**config.mk**
```make
export PLATFORM = sky130hd
export DESIGN_NAME = nor_bank_flat
export DESIGN_NICKNAME = d
export VERILOG_FILES = /design/src/rtl/nor_bank_if.sv /design/src/rtl/nor_bank.sv /design/src/flat_wrapper.sv
export SDC_FILE = /design/constraint.sdc
export NUM_CORES = 1
export LEC_CHECK = 0
export ABC_CLOCK_PERIOD_IN_PS = 2300
export CAP_MARGIN = 15
export CORE_ASPECT_RATIO = 0.6
export CORE_UTILIZATION = 44
export CTS_CLUSTER_DIAMETER = 40
export CTS_CLUSTER_SIZE = 30
export DETAILED_ROUTE_END_ITERATION = 7
export PLACE_DENSITY = 0.79
export SYNTH_ARGS = -nofsm -noshare
export SYNTH_HDL_FRONTEND = slang
export SYNTH_SLANG_ARGS = --single-unit
export TNS_END_PERCENT = 5
```
**constraint.sdc**
```tcl
create_clock -name clk -period 2.3 [get_ports clk]
set_clock_uncertainty 0.1 [all_clocks]
set_input_delay 0.345 -clock clk [delete_from_list [all_inputs] [get_ports clk]]
set_output_delay 0.345 -clock clk [all_outputs]
set_load 0.01 [all_outputs]
```
**src/rtl/nor_bank_if.sv**
```systemverilog
// Purpose: bundles the nor_bank stimulus (en, a, mask) and observation (y, settled) signals.
// Latency: none; this is wiring only.
// Backpressure: none; the gate bank always accepts its inputs.
//
// master drives en/a/mask and observes y/settled; slave is the gate bank.
interface nor_bank_if #(
    parameter int WIDTH = 8,
    parameter int FANIN = 4
);
    logic                   en;
    logic [WIDTH*FANIN-1:0] a;
    logic [FANIN-1:0]       mask;
    logic [WIDTH-1:0]       y;
    logic                   settled;

    modport master (output en, output a, output mask, input y, input settled);
    modport slave  (input en, input a, input mask, output y, output settled);
endinterface

```
**src/rtl/nor_bank.sv**
```systemverilog
// Purpose: bank of WIDTH independent FANIN-input NOR gates with clocked transport or inertial delay.
// Latency: a target value held before enabled edge k shows on y after enabled edge k+DELAY-1.
// Backpressure: none; en=0 freezes all state, and inputs are never stalled.
//
// Ports: clk, rst (async, active-high; forces y to IV and drops pending changes),
//        bus.en (delay tick), bus.a (gate i uses a[i*FANIN +: FANIN]),
//        bus.mask (shared input enable), bus.y (registered outputs),
//        bus.settled (no transition pending in any gate).
module nor_bank #(
    parameter int               WIDTH    = 8,
    parameter int               FANIN    = 4,
    parameter int               DELAY    = 3,
    parameter logic [WIDTH-1:0] IV       = '0,
    parameter int               INERTIAL = 0
) (
    input  logic       clk,
    input  logic       rst,
    nor_bank_if.slave  bus
);

    // Combinational target of every gate; a cleared mask bit removes that input.
    logic [WIDTH-1:0] tgt;

    always_comb begin
        tgt = '0;
        for (int i = 0; i < WIDTH; i++) begin
            tgt[i] = ~|(bus.a[i*FANIN +: FANIN] & bus.mask);
        end
    end

    if (INERTIAL == 0) begin : g_transport
        // One shift register per gate, held as DELAY bank-wide words.
        logic [WIDTH-1:0] stage [DELAY];
        logic             settled_tr;

        always_ff @(posedge clk or posedge rst) begin
            if (rst) begin
                for (int j = 0; j < DELAY; j++) begin
                    stage[j] <= IV;
                end
            end else if (bus.en) begin
                stage[0] <= tgt;
                for (int j = 1; j < DELAY; j++) begin
                    stage[j] <= stage[j-1];
                end
            end
        end

        // Nothing pending once every in-flight sample already equals the target.
        always_comb begin
            settled_tr = 1'b1;
            for (int j = 0; j < DELAY; j++) begin
                if (stage[j] != tgt) begin
                    settled_tr = 1'b0;
                end
            end
        end

        assign bus.y       = stage[DELAY-1];
        assign bus.settled = settled_tr;
    end else begin : g_inertial
        localparam int             CW      = $clog2(DELAY + 1);
        localparam logic [CW-1:0]  CNT_MAX = CW'(DELAY - 1);

        logic [WIDTH-1:0] y_q;
        logic [CW-1:0]    cnt [WIDTH];
        logic             settled_in;

        // cnt counts consecutive enabled edges on which the target disagreed
        // with the output; the DELAY-th such edge commits the new value.
        always_ff @(posedge clk or posedge rst) begin
            if (rst) begin
                y_q <= IV;
                for (int i = 0; i < WIDTH; i++) begin
                    cnt[i] <= '0;
                end
            end else if (bus.en) begin
                for (int i = 0; i < WIDTH; i++) begin
                    if (tgt[i] == y_q[i]) begin
                        cnt[i] <= '0;
                    end else if (cnt[i] == CNT_MAX) begin
                        y_q[i] <= tgt[i];
                        cnt[i] <= '0;
                    end else begin
                        cnt[i] <= cnt[i] + 1'b1;
                    end
                end
            end
        end

        always_comb begin
            settled_in = 1'b1;
            for (int i = 0; i < WIDTH; i++) begin
                if ((cnt[i] != '0) || (tgt[i] != y_q[i])) begin
                    settled_in = 1'b0;
                end
            end
        end

        assign bus.y       = y_q;
        assign bus.settled = settled_in;
    end

endmodule
```
**src/flat_wrapper.sv**
```systemverilog
// flat-port wrapper written by rule: the top's interface ports become plain ports
module nor_bank_flat 
#(
    parameter int               WIDTH    = 8,
    parameter int               FANIN    = 4,
    parameter int               DELAY    = 3,
    parameter logic [WIDTH-1:0] IV       = '0,
    parameter int               INERTIAL = 0
)
  (clk, rst, bus_en, bus_a, bus_mask, bus_y, bus_settled);
  nor_bank_if #(.WIDTH(WIDTH), .FANIN(FANIN)) bus_i ();
  input  logic clk;
  input  logic rst;
  input wire logic [$bits(bus_i.en)-1:0] bus_en;
  input wire logic [$bits(bus_i.a)-1:0] bus_a;
  input wire logic [$bits(bus_i.mask)-1:0] bus_mask;
  output wire logic [$bits(bus_i.y)-1:0] bus_y;
  output wire logic [$bits(bus_i.settled)-1:0] bus_settled;
  assign bus_i.en = bus_en;
  assign bus_i.a = bus_a;
  assign bus_i.mask = bus_mask;
  assign bus_y = bus_i.y;
  assign bus_settled = bus_i.settled;
  nor_bank #(.WIDTH(WIDTH), .FANIN(FANIN), .DELAY(DELAY), .IV(IV), .INERTIAL(INERTIAL)) u_core (.clk(clk), .rst(rst), .bus(bus_i));
endmodule
```
# Word level (Yosys, flattened, before mapping)
# Index checks and enable logic that the tools add are counted.
[word_totals]
register_bits = 24
latch_bits = 0
mem_bits_rw = 0
mem_bits_ro = 0
input_bits = 39
out_inout_bits = 9
memories = 0
[op_classes]
n_addsub = 0
n_mul = 0
div = 0
n_lt_le_gt_ge = 0
eq_ne = 3
shifts = 0
muxes = 3
bitwise_logic = 8
reduce_logical = 16
[op_table]
columns = ["cell", "count"]
rows = [
  ["$and A4 B4 Y4", 8],
  ["$reduce_or A4 Y1", 8],
  ["$ne A8 B8 Y1", 3],
  ["$logic_not A1 Y1", 8],
  ["$mux W1", 3],
]

# Depth between registers and ports, before layout
[logic_depth]
ltp_word = 7
depth_mapped = 6

# Worst setup path before layout
# No wires, ideal clock.
[synth_path]
path_kind = "input to output"
from = "input port bus_mask[2]"
to = "output port bus_settled"
t_arrival_ns = 1.702
t_required_ns = 1.855
setup_slack_ns = 0.153
stages = 6
path_buffers = 1
cell_sequence = "buf_2 > a22o_1 > a221oi_1 > mux2i_1 > o2111ai_1 > nor4_2"
[synth_between]
elab_chain_cells = 7
elab_cells_between_ends = 30
classes_between = "eq/ne: 3; mux: 3; bitwise: 8; reduce/logical: 16"
[synth_rtl]
columns = ["element", "line_no", "source"]
rows = [
  ["start, declared", "flat_wrapper.sv:16", "input wire logic [$bits(bus_i.mask)-1:0] bus_mask;"],
  ["$and A4 B4 Y4", "nor_bank.sv:27", "tgt[i] = ~|(bus.a[i*FANIN +: FANIN] & bus.mask);"],
  ["$reduce_or A4 Y1", "nor_bank.sv:27", ""],
  ["$logic_not A1 Y1", "nor_bank.sv:27", ""],
  ["$ne A8 B8 Y1", "nor_bank.sv:53", "if (stage[j] != tgt) begin"],
  ["$mux W1 (2 in a row)", "nor_bank.sv:53", ""],
  ["$mux W1 *", "nor_bank.sv:53", ""],
  ["end, declared", "flat_wrapper.sv:18", "output wire logic [$bits(bus_i.settled)-1:0] bus_settled;"],
]
# Mark *: on every way between the ends. The rest lies on a longest branch, timed or not.

# Final worst setup path
[layout_path]
from = "input port bus_a[26]"
to = "output port bus_settled"
[layout_between]
elab_chain_cells = 7
elab_cells_between_ends = 9
classes_between = "eq/ne: 3; mux: 3; bitwise: 1; reduce/logical: 2"
[layout_rtl]
columns = ["element", "line_no", "source"]
rows = [
  ["start, declared", "flat_wrapper.sv:15", "input wire logic [$bits(bus_i.a)-1:0] bus_a;"],
  ["$and A4 B4 Y4 *", "nor_bank.sv:27", ""],
  ["$reduce_or A4 Y1 *", "nor_bank.sv:27", ""],
  ["$logic_not A1 Y1 *", "nor_bank.sv:27", ""],
  ["$ne A8 B8 Y1", "nor_bank.sv:53", ""],
  ["$mux W1 (2 in a row)", "nor_bank.sv:53", ""],
  ["$mux W1 *", "nor_bank.sv:53", ""],
]
# Marked as above.

==> impl_metrics.yaml <==
clock_tree:
  numCtsBuffers: 3
  cts_num_sinks: 24
  cts_tree: "yes"
  clkSlewWorstSetupHoldPaths_ns: 0.08
  cts_max_level: 1
  cts.path.max_buffers: 2
  cts_hold_buf: 0
  clock_latency_ns: 0.26
  cts-root-buf: "clkbuf_8"
power_and_ir_drop:
  seqPwrFrac_pct: 43.5
  power_leakage_nw: 1.01
  ir_worst_vdd_mv: 0.373
  power.switching_mw: 0.364
  totalPowerFinal_mw: 1.29
  swShare_pct: 28.3
  p_per_area_nw_per_um2: 605
  p_int_mw: 0.924
  comb_power_share_pct: 34.8
  p_clk_share_pct: 21.7
synth:
  yosysWarnings: 0
  ys_seq_area_share_pct: 44.9
  syn_inst: 108
  synth_nets: 147
  ys_types: 22
  netlist_area_um2: 1340
  avgSynthCellArea_um2: 12.4
  synth_seq_cells: 24
worst_setup_path:
  crit_chain: "clkdlybuf4s50_1, a221oi_2, buf_4, xnor2_1, nand4_1, nor4_2, buf_2"
  r2r_cells: 2
  max_stage_delay_ns: 0.41
  critPathRequiredTime_ns: 1.86
  endpoint_kind: "output port"
  r2r_start: "u_core.g_transport.stage[23]"
  crit_path_start_kind: "input port"
  arrival_ns: 1.85
  rrSetupSlack_ns: 1.31
  critical_path.max_fanout: 3
  critical_path_class: "in -> out"
  critPathSlowestCell: "clkdlybuf4s50_1"
  r2r_end: "u_core.g_transport.stage[15]"
sta:
  fin_crit_sh_pct: 99.7
  hold_viol_final: 0
  worst_slack_ns: 0.00641
  min_period_ns: 2.29
  slew_headroom_pct: 79.0
  setup_violations: 0
  finalMaxSlewViolations: 0
  rsz0062_at_grt: "true"
  finalSetupTns_ns: 0
  hold-worst-slack_ns: 0.317
  timing.fmax_mhz: 436
  worst_pin_slew_ns: 0.314
global_routing:
  grt_use_total_pct: 24.6
  antenna_found_initial: 0
  grt_pass1_wl_mm: 5.80
  overflow: 0
  grt_pass1_vias: 1187
  grt_max_degree: 25
drt:
  dr.first_iter.drc_count: 62
  post_drt_wl_per_cell_um: 17.0
  highest_layer: "met4"
  route.detailed.drc: 0
  routed_wl_mm: 3.60
  drtAntennaViolNets: 0
  m1WireLength_mm: 1.68
  wl_met2_mm: 1.79
  firstDrtPassIters: 4
  vias: 1140
  via_per_inst: 5.38
  wl_met3_um: 112
floorplanning:
  chipWidth_um: 73.1
  die_y_um: 44.7
  dieArea_um2: 3270
  core_um2: 2870
  rows: 15
  pin_count: 48
  start_util_pct: 46.5
cells_and_area:
  drive_gt1_share_pct: 48.8
  utilization_pct: 74.2
  mostFrequentLayoutCells: "mux2_2 (24), dfrtp_1 (24), buf_4 (23), clkdlybuf4s50_1 (17), dlygate4sd2_1 (13)"
  nets: 210
  area_growth_pct: 59.4
  num_antenna_cells: 0
job:
  drv_cap: 0
place:
  io_buffers: 47
  place_congestion: 0.752
  hpwl_mm: 2.58
  pre_cts_slack_ns: -0.882
hold_path:
  hp-class: "in -> async"
run_status:
  status: "finished, final reports clean"
==> area by class of cell <==
class / count / area (um2)
inverter: 1 / 3.75
clock buffer: 4 / 55.1
timing repair buffer: 73 / 657
multi-input combinational: 68 / 761
fill: 194 / 742
sequential: 24 / 601
tap: 42 / 52.6
==> synthesized netlist by cell type <==
cell type / count / area [um2]
buf_4: 8 / 60.1
o22ai_1: 2 / 12.5
nor4_1: 1 / 6.26
a22o_1: 8 / 70.1
dfrtp_1: 24 / 601
clkbuf_1: 3 / 11.3
nor4_2: 1 / 12.5
a221oi_2: 3 / 45.0
buf_2: 2 / 10.0
nor3_1: 4 / 20.0
nand3_1: 3 / 15.0
and4_1: 1 / 8.76
buf_6: 2 / 22.5
mux2_2: 24 / 270
nand4_1: 1 / 6.26
a221oi_1: 5 / 43.8
o2111ai_1: 1 / 8.76
or3_1: 3 / 18.8
inv_1: 1 / 3.75
xnor2_1: 4 / 35.0
and3_1: 4 / 25.0
mux2i_1: 3 / 30.0
==> sequential cells by signal (all words and copies together) (netlist names) <==
signal                    cells
u_core.bus.y                  8
u_core.g_transport.stage     16
==> through the flow <==
step           std cells  cell area [um2]
2_1_floorplan        108             1340
3_3_place_gp         203             1910
3_5_place_dp         203             1910
4_1_cts              212             2060
5_1_grt              212             2130
6_report             212             2130
==> power by group through the flow <==
stage / clock network (mW) / registers [mW] / logic (mW)
after floorplan: 0 / 0.548 / 0.227
after global placement: 0 / 0.551 / 0.395
after detailed placement: 0 / 0.559 / 0.405
after CTS: 0.289 / 0.554 / 0.433
after global routing: 0.313 / 0.572 / 0.481
final: 0.280 / 0.560 / 0.449
==> worst max path at each step <==
stage	from	end	slack, ns	depth (start not counted)
floorplan	bus_mask[2]	bus_settled	0.15	6
global placement	bus_mask[0]	bus_settled	-0.87	8
detailed placement	bus_mask[3]	bus_settled	-0.88	8
CTS	bus_a[12]	bus_settled	0.001	6
global route	bus_a[31]	bus_settled	-0.06	7
finish	bus_a[26]	bus_settled	0.006	7
==> repair_timing <==
action | 4_1_cts | 5_1_grt
buffers inserted | 6 | 0
gates resized for setup | 59 | 23
pin swaps | 21 | 16
setup endpoints to repair | 1 | 1
==> critical path, delay by kind of cell <==
family	cells	cell delay, ns
buf+inv	3	0.75
compound gates	1	0.26
xor+xnor	1	0.13
simple gates	2	0.37
==> per-layer routing <==
metal	up-vias	global-route usage, %
li1	543	-
met1	571	34.3
met2	22	40.7
met3	4	5.01
met4	0	3.53
met5	-	0
==> cells by family after synthesis <==
kind of cell	after synthesis	share of synthesized area (%)
AO/OA/AOI/OAI	19	13.5
XOR/XNOR	4	2.62
buffers and inverters	16	8.05
flip-flops	24	44.9
multiplexers	27	22.5
AND/OR/NAND/NOR	18	8.43
(Power assumes the default switching activity.)
